### config.mk
export PLATFORM = sky130hd
export DESIGN_NAME = risc_control_fsm
export DESIGN_NICKNAME = d
export VERILOG_FILES = /design/src/rtl/risc_control_fsm_pkg.sv /design/src/rtl/risc_control_fsm_pc_unit.sv /design/src/rtl/risc_control_fsm.sv
export SDC_FILE = /design/constraint.sdc
export NUM_CORES = 1
export LEC_CHECK = 0
export CAP_MARGIN = 20
export CORE_ASPECT_RATIO = 1.1
export CORE_MARGIN = 3
export CORE_UTILIZATION = 54
export DETAILED_ROUTE_END_ITERATION = 8
export HOLD_SLACK_MARGIN = 0.15
export MAX_ROUTING_LAYER = met4
export PLACE_DENSITY_LB_ADDON = 0.2
export SYNTH_ARGS = -nofsm -noshare
export SYNTH_HDL_FRONTEND = slang
export SYNTH_SLANG_ARGS = --single-unit
### constraint.sdc
create_clock -name clk -period 4.6 [get_ports clk]
set_clock_uncertainty 0.1 [all_clocks]
set_input_delay 0.92 -clock clk [delete_from_list [all_inputs] [get_ports clk]]
set_output_delay 0.92 -clock clk [all_outputs]
set_load 0.02 [all_outputs]
### src/rtl/risc_control_fsm_pkg.sv
// Shared definitions for the RISC control sequencer: opcodes, state encoding,
// PC update selectors, write-back source codes and opcode classifiers.
package risc_control_fsm_pkg;

    localparam logic [3:0] OP_LD   = 4'h0;
    localparam logic [3:0] OP_ST   = 4'h1;
    localparam logic [3:0] OP_ADD  = 4'h2;
    localparam logic [3:0] OP_SUB  = 4'h3;
    localparam logic [3:0] OP_INV  = 4'h4;
    localparam logic [3:0] OP_LSL  = 4'h5;
    localparam logic [3:0] OP_LSR  = 4'h6;
    localparam logic [3:0] OP_AND  = 4'h7;
    localparam logic [3:0] OP_OR   = 4'h8;
    localparam logic [3:0] OP_SLT  = 4'h9;
    localparam logic [3:0] OP_BEQ  = 4'hB;
    localparam logic [3:0] OP_BNE  = 4'hC;
    localparam logic [3:0] OP_JMP  = 4'hD;
    localparam logic [3:0] OP_HALT = 4'hF;

    localparam logic WB_ALU = 1'b0;
    localparam logic WB_MEM = 1'b1;

    typedef enum logic [2:0] {
        S_IDLE,
        S_FETCH,
        S_DECODE,
        S_EXEC,
        S_MEM,
        S_WB,
        S_HALT
    } state_t;

    typedef enum logic [2:0] {
        PC_HOLD,
        PC_RESET,
        PC_INC,
        PC_BRANCH,
        PC_JUMP
    } pc_op_t;

    function automatic logic is_alu(input logic [3:0] op);
        case (op)
            OP_ADD, OP_SUB, OP_INV, OP_LSL, OP_LSR,
            OP_AND, OP_OR, OP_SLT: return 1'b1;
            default:               return 1'b0;
        endcase
    endfunction

    function automatic logic is_branch(input logic [3:0] op);
        return (op == OP_BEQ) || (op == OP_BNE);
    endfunction

    function automatic logic is_mem(input logic [3:0] op);
        return (op == OP_LD) || (op == OP_ST);
    endfunction

endpackage

### src/rtl/risc_control_fsm_pc_unit.sv
// Program counter register with its next-pc selection (hold/reset/increment/branch/jump).
module risc_control_fsm_pc_unit
    import risc_control_fsm_pkg::*;
#(
    parameter logic [15:0] RESET_PC = 16'h0000
) (
    input  logic        clk,
    input  logic        rst,
    input  pc_op_t      pc_op,
    input  logic [11:0] field,
    output logic [15:0] pc
);

    logic [15:0] pc_plus1;
    logic [15:0] offset;
    logic [15:0] pc_next;

    assign pc_plus1 = pc + 16'd1;
    assign offset   = {{10{field[5]}}, field[5:0]};

    // NOTE: every combinational output gets a default first so no path can infer a latch.
    always_comb begin
        pc_next = pc;
        unique case (pc_op)
            PC_HOLD:   pc_next = pc;
            PC_RESET:  pc_next = RESET_PC;
            PC_INC:    pc_next = pc_plus1;
            PC_BRANCH: pc_next = pc_plus1 + offset;
            PC_JUMP:   pc_next = {pc_plus1[15:12], field};
            default:   pc_next = pc;
        endcase
    end

    // NOTE: sequential state uses non-blocking assignments only.
    always_ff @(posedge clk) begin
        if (rst) pc <= RESET_PC;
        else     pc <= pc_next;
    end

endmodule

### src/rtl/risc_control_fsm.sv
// Multi-cycle control sequencer for the 16-bit RISC core: owns the PC and steps each
// instruction through FETCH/DECODE/EXEC/MEM/WB by handshaking with the datapath units.
module risc_control_fsm
    import risc_control_fsm_pkg::*;
#(
    parameter logic [15:0] RESET_PC  = 16'h0000,
    parameter int          WD_CYCLES = 64
) (
    input  logic        clk,
    input  logic        rst,
    input  logic        start,
    input  logic        inst_valid,
    input  logic [15:0] instruction,
    input  logic        alu_done,
    input  logic        alu_zero,
    input  logic        mem_done,
    output logic [15:0] pc,
    output logic        inst_req,
    output logic        decode_en,
    output logic [3:0]  opcode,
    output logic        alu_start,
    output logic        mem_read,
    output logic        mem_write,
    output logic        wb_en,
    output logic        wb_sel,
    output logic [2:0]  wb_addr,
    output logic        busy,
    output logic        halted,
    output logic        fault
);

    localparam int WD_W = $clog2(WD_CYCLES);

    state_t          state, state_next;
    pc_op_t          pc_op;
    logic [15:0]     ir;
    logic [3:0]      op;
    logic [WD_W-1:0] wd_cnt;
    logic            fault_q;
    logic            fault_set;
    logic            waiting;
    logic            handshake;
    logic            wd_expire;

    assign op = ir[15:12];

    risc_control_fsm_pc_unit #(.RESET_PC(RESET_PC)) u_pc (
        .clk   (clk),
        .rst   (rst),
        .pc_op (pc_op),
        .field (ir[11:0]),
        .pc    (pc)
    );

    assign waiting   = (state == S_FETCH) || (state == S_EXEC) || (state == S_MEM);
    assign handshake = ((state == S_FETCH) && inst_valid) ||
                       ((state == S_EXEC)  && alu_done)   ||
                       ((state == S_MEM)   && mem_done);
    // A handshake arriving on the last permitted cycle still wins over the watchdog.
    assign wd_expire = waiting && !handshake && (wd_cnt == WD_W'(WD_CYCLES - 1));

    always_ff @(posedge clk) begin
        if (rst) state <= S_IDLE;
        else     state <= state_next;
    end

    always_comb begin
        state_next = state;
        pc_op      = PC_HOLD;
        fault_set  = 1'b0;
        unique case (state)
            S_IDLE: if (start) begin
                state_next = S_FETCH;
                pc_op      = PC_RESET;
            end
            S_FETCH: if (inst_valid) state_next = S_DECODE;
            S_DECODE: begin
                if (op == OP_JMP) begin
                    state_next = S_FETCH;
                    pc_op      = PC_JUMP;
                end else if (op == OP_HALT) begin
                    state_next = S_HALT;
                end else if (is_alu(op) || is_branch(op) || is_mem(op)) begin
                    state_next = S_EXEC;
                end else begin
                    state_next = S_HALT;
                    fault_set  = 1'b1;
                end
            end
            S_EXEC: if (alu_done) begin
                if (is_mem(op)) begin
                    state_next = S_MEM;
                end else if (is_branch(op)) begin
                    state_next = S_FETCH;
                    pc_op      = (alu_zero ^ (op == OP_BNE)) ? PC_BRANCH : PC_INC;
                end else begin
                    state_next = S_WB;
                end
            end
            S_MEM: if (mem_done) begin
                if (op == OP_LD) begin
                    state_next = S_WB;
                end else begin
                    state_next = S_FETCH;
                    pc_op      = PC_INC;
                end
            end
            S_WB: begin
                state_next = S_FETCH;
                pc_op      = PC_INC;
            end
            S_HALT:  state_next = S_HALT;
            default: state_next = S_IDLE;
        endcase
        if (wd_expire) begin
            state_next = S_HALT;
            pc_op      = PC_HOLD;
            fault_set  = 1'b1;
        end
    end

    // Watchdog restarts on every state change, so it is zero on the first cycle of each state.
    always_ff @(posedge clk) begin
        if (rst) begin
            ir      <= '0;
            wd_cnt  <= '0;
            fault_q <= 1'b0;
        end else begin
            if ((state == S_FETCH) && inst_valid) ir <= instruction;
            if (state_next != state) wd_cnt <= '0;
            else if (waiting)        wd_cnt <= wd_cnt + WD_W'(1);
            if (fault_set) fault_q <= 1'b1;
        end
    end

    always_comb begin
        inst_req  = 1'b0;
        decode_en = 1'b0;
        alu_start = 1'b0;
        mem_read  = 1'b0;
        mem_write = 1'b0;
        wb_en     = 1'b0;
        wb_sel    = WB_ALU;
        wb_addr   = 3'd0;
        unique case (state)
            S_FETCH:  inst_req  = 1'b1;
            S_DECODE: decode_en = 1'b1;
            S_EXEC:   alu_start = (wd_cnt == '0);
            S_MEM: begin
                mem_read  = (op == OP_LD);
                mem_write = (op == OP_ST);
            end
            S_WB: begin
                wb_en   = 1'b1;
                wb_sel  = (op == OP_LD) ? WB_MEM : WB_ALU;
                wb_addr = (op == OP_LD) ? ir[8:6] : ir[5:3];
            end
            default: ;
        endcase
    end

    assign busy   = (state != S_IDLE) && (state != S_HALT);
    assign halted = (state == S_HALT);
    assign fault  = fault_q;
    assign opcode = op;

endmodule
==> results.cfg <==
[place]
portBuffers = 55
hpwl_mm = 7.03
place_ws_ns = 0.857
gp_congestion = 1.00

[timing]
final.setup.worst_slack_ns = 0.821
fin_hold_ws_ns = 0.396
fin_crit_sh = 0.822
tightest_slew_ns = 0.944
fmax_ghz = 0.265
slew_headroom = 0.368
tns_ns = 0
rsz0062_at_grt = false
finalCriticalPeriod_ns = 3.78
maxSlewViolCount = 0
hold_viol = 0
setup_viol = 0

[floorplanning]
dieArea_mm2 = 0.00726
core_area_mm2 = 0.00591
boundaryPins = 56
die-width_um = 81.5
start_util = 0.573
rows = 29
dieHeight_um = 89.1

[detailed_routing]
final_antenna_net_count = 0
vias_per_cell = 6.18
drc = 0
wl_mm = 9.30
drt_first_iter_violations = 488
via_count = 3404
dr.pass1.iters = 5
wl_per_cell_um = 16.9

[clock_tree]
cts.path.max_buffers = 2
clock_sinks = 43
cts-root-buf = clkbuf_8
cts_tree = done
ctsHoldBuffers = 0
clk_pin_slew_worst_paths_ns = 0.09
cts.htree.levels = 2
cts-resized-gates = 0
postCtsSetupBuffers = 0
insertion_delay_ns = 0.30
numCtsBuffers = 5

[logic_synthesis]
async_flop_share = 0
synthCells = 436
syn-num-nets = 482
syn_area_per_cell_um2 = 7.77
yosys.cell_types.count = 66
ys.flop_type = dfxtp_1
ys_seq_elements = 43
yosysWarnings = 0
yosysSeqAreaShare = 0.254
synth_top_area_share = 0.254
synth.most_common_cell = nand2_1
synth-edff-count = 0
yosys.area.top_type = dfxtp_1
synthTopCellsByCount = nand2_1 (58), dfxtp_1 (43), a21oi_1 (34), nor2_1 (34), xnor2_1 (26)
synth_area_leaders = dfxtp_1 (25%), ha_1 (8.1%), xnor2_1 (6.7%)
synth_area_mm2 = 0.00339

[worst_setup_path]
path_max_fanout = 8
crit_top_cell = ha_1
critPathRequiredTime_ns = 4.69
crit_chain = ha_1 > nand3_1 > or3_1 > and2_1 > or2_2 > ha_1 > nand4_1 > o221ai_1 > a211oi_1 > o21bai_1 > xnor2_1 > o22ai_1
cp-end-kind = flip-flop
critical_path_arrival_ns = 3.87
worst_setup_path_start_kind = flip-flop
worstSetupPathType = flip-flop to flip-flop
slowest_delay_ns = 0.52
worst_path_max_delay_cell = a211oi_1
ff2ff_setup_slack_ns = 0.82

[cells_and_area]
regArea_um2 = 861
fill_cells = 522
multi_input_comb_area_mm2 = 0.00234
final_nets = 519
n_antenna_cell = 0
area_growth_pct = 18.9
layout-drive-gt1-share = 0.0338

[global_route]
first_global_vias = 3094
grt_antenna_before_repair = 0
grt-ovfl-total = 0
grt_max_degree = 20
grt_use_total = 0.273
grt_pass1_wl_mm = 15.1

[job]
cap_violations = 0

[power_and_ir_drop]
p_per_area_mw_per_mm2 = 226
total_power_uw = 912
ir_drop_uv = 136
leakage_nw = 1.58

[min_path]
worst_hold_path_type = flip-flop to flip-flop

[outcome]
outcome = finished, final reports clean
final cells by class:
cell class | count | area share
clock buffer | 6 | 0.0205
clock inverter | 2 | 0.00963
inverter | 11 | 0.0102
multi-input combinational | 355 | 0.582
sequential | 43 | 0.214
tap | 77 | 0.0239
timing repair buffer | 57 | 0.140
sequential cells by signal, indices dropped and copies added (netlist names), named ones only:
| name | flops |
|---|---|
| ir | 16 |
| u_pc.pc | 16 |
| wd_cnt | 6 |
| state | 3 |
| fault | 1 |
critical path, delay by kind of cell, from the launching register on:
| family | cells | cell delay (ns) |
|---|---|---|
| xor gates and xnor gates | 1 | 0.22 |
| AOI/OAI and AO/OA | 4 | 0.95 |
| DFF | 1 | 0.48 |
| adders and majority gates | 2 | 0.64 |
| and+or+nand+nor | 5 | 1.28 |
layer usage:
layer | global-route usage | share of wire
met1 | 0.368 | 0.43
met2 | 0.439 | 0.49
met3 | 0.0444 | 0.075
met4 | 0.0430 | 0.0063
met5 | - | 0
final timing paths:
kind	from	to	depth (start not counted)
worst max register to register	u_pc.pc[0]	u_pc.pc[13]	12
worst max-delay path	u_pc.pc[0]	u_pc.pc[13]	12
worst min register to register	ir[11]	ir[11]	2
worst min-delay path	ir[11]	ir[11]	2
where the power goes:
group          switching [mW]  total [mW]  internal (mW)  leakage (nW)
sequential             0.0270       0.413          0.386         0.348
clock                   0.143       0.322          0.179        0.0618
combinational          0.0994       0.177         0.0774          1.17
placed cells by master (no fill, tap or decap), drive strengths merged, types with 3 or more instances in the layout:
master / Yosys / layout
a211oi: 7 / 7
a21o: 10 / 10
a21oi: 34 / 34
a222oi: 3 / 3
a22oi: 7 / 7
a31oi: 6 / 6
and2: 3 / 3
and3: 6 / 6
and4: 4 / 4
clkbuf: 12 / 6
clkdlybuf4s50: 0 / 55
dfxtp: 43 / 43
ha: 22 / 22
inv: 11 / 12
mux2i: 7 / 7
nand2: 58 / 58
nand2b: 5 / 5
nand3: 17 / 17
nand4: 5 / 5
nor2: 34 / 34
nor2b: 3 / 3
nor3: 11 / 11
nor4: 4 / 4
o211ai: 7 / 7
o21ai: 15 / 15
o21bai: 4 / 4
o22ai: 6 / 6
or3: 4 / 4
xnor2: 26 / 26
xor2: 10 / 10
cells by family (layout without fill, tap and decap cells):
| group | after synthesis | after routing | share of synthesized area |
|---|---|---|---|
| simple gates | 168 | 168 | 0.247 |
| fa+ha+maj | 23 | 23 | 0.0871 |
| flops | 43 | 43 | 0.254 |
| mux | 7 | 7 | 0.0207 |
| xor+xnor | 36 | 36 | 0.0930 |
| compound gates | 121 | 121 | 0.244 |
| buf+inv | 38 | 76 | 0.0546 |
metrics by stage:
| stage | util | area, um^2 | instances |
|---|---|---|---|
| floorplan | - | 3390 | 436 |
| global placement | 0.661 | 3910 | 543 |
| detailed placement | 0.661 | 3910 | 543 |
| CTS | 0.681 | 4030 | 551 |
| global route | 0.681 | 4030 | 551 |
| finish | 0.681 | 4030 | 551 |
(Power assumes the default switching activity.)
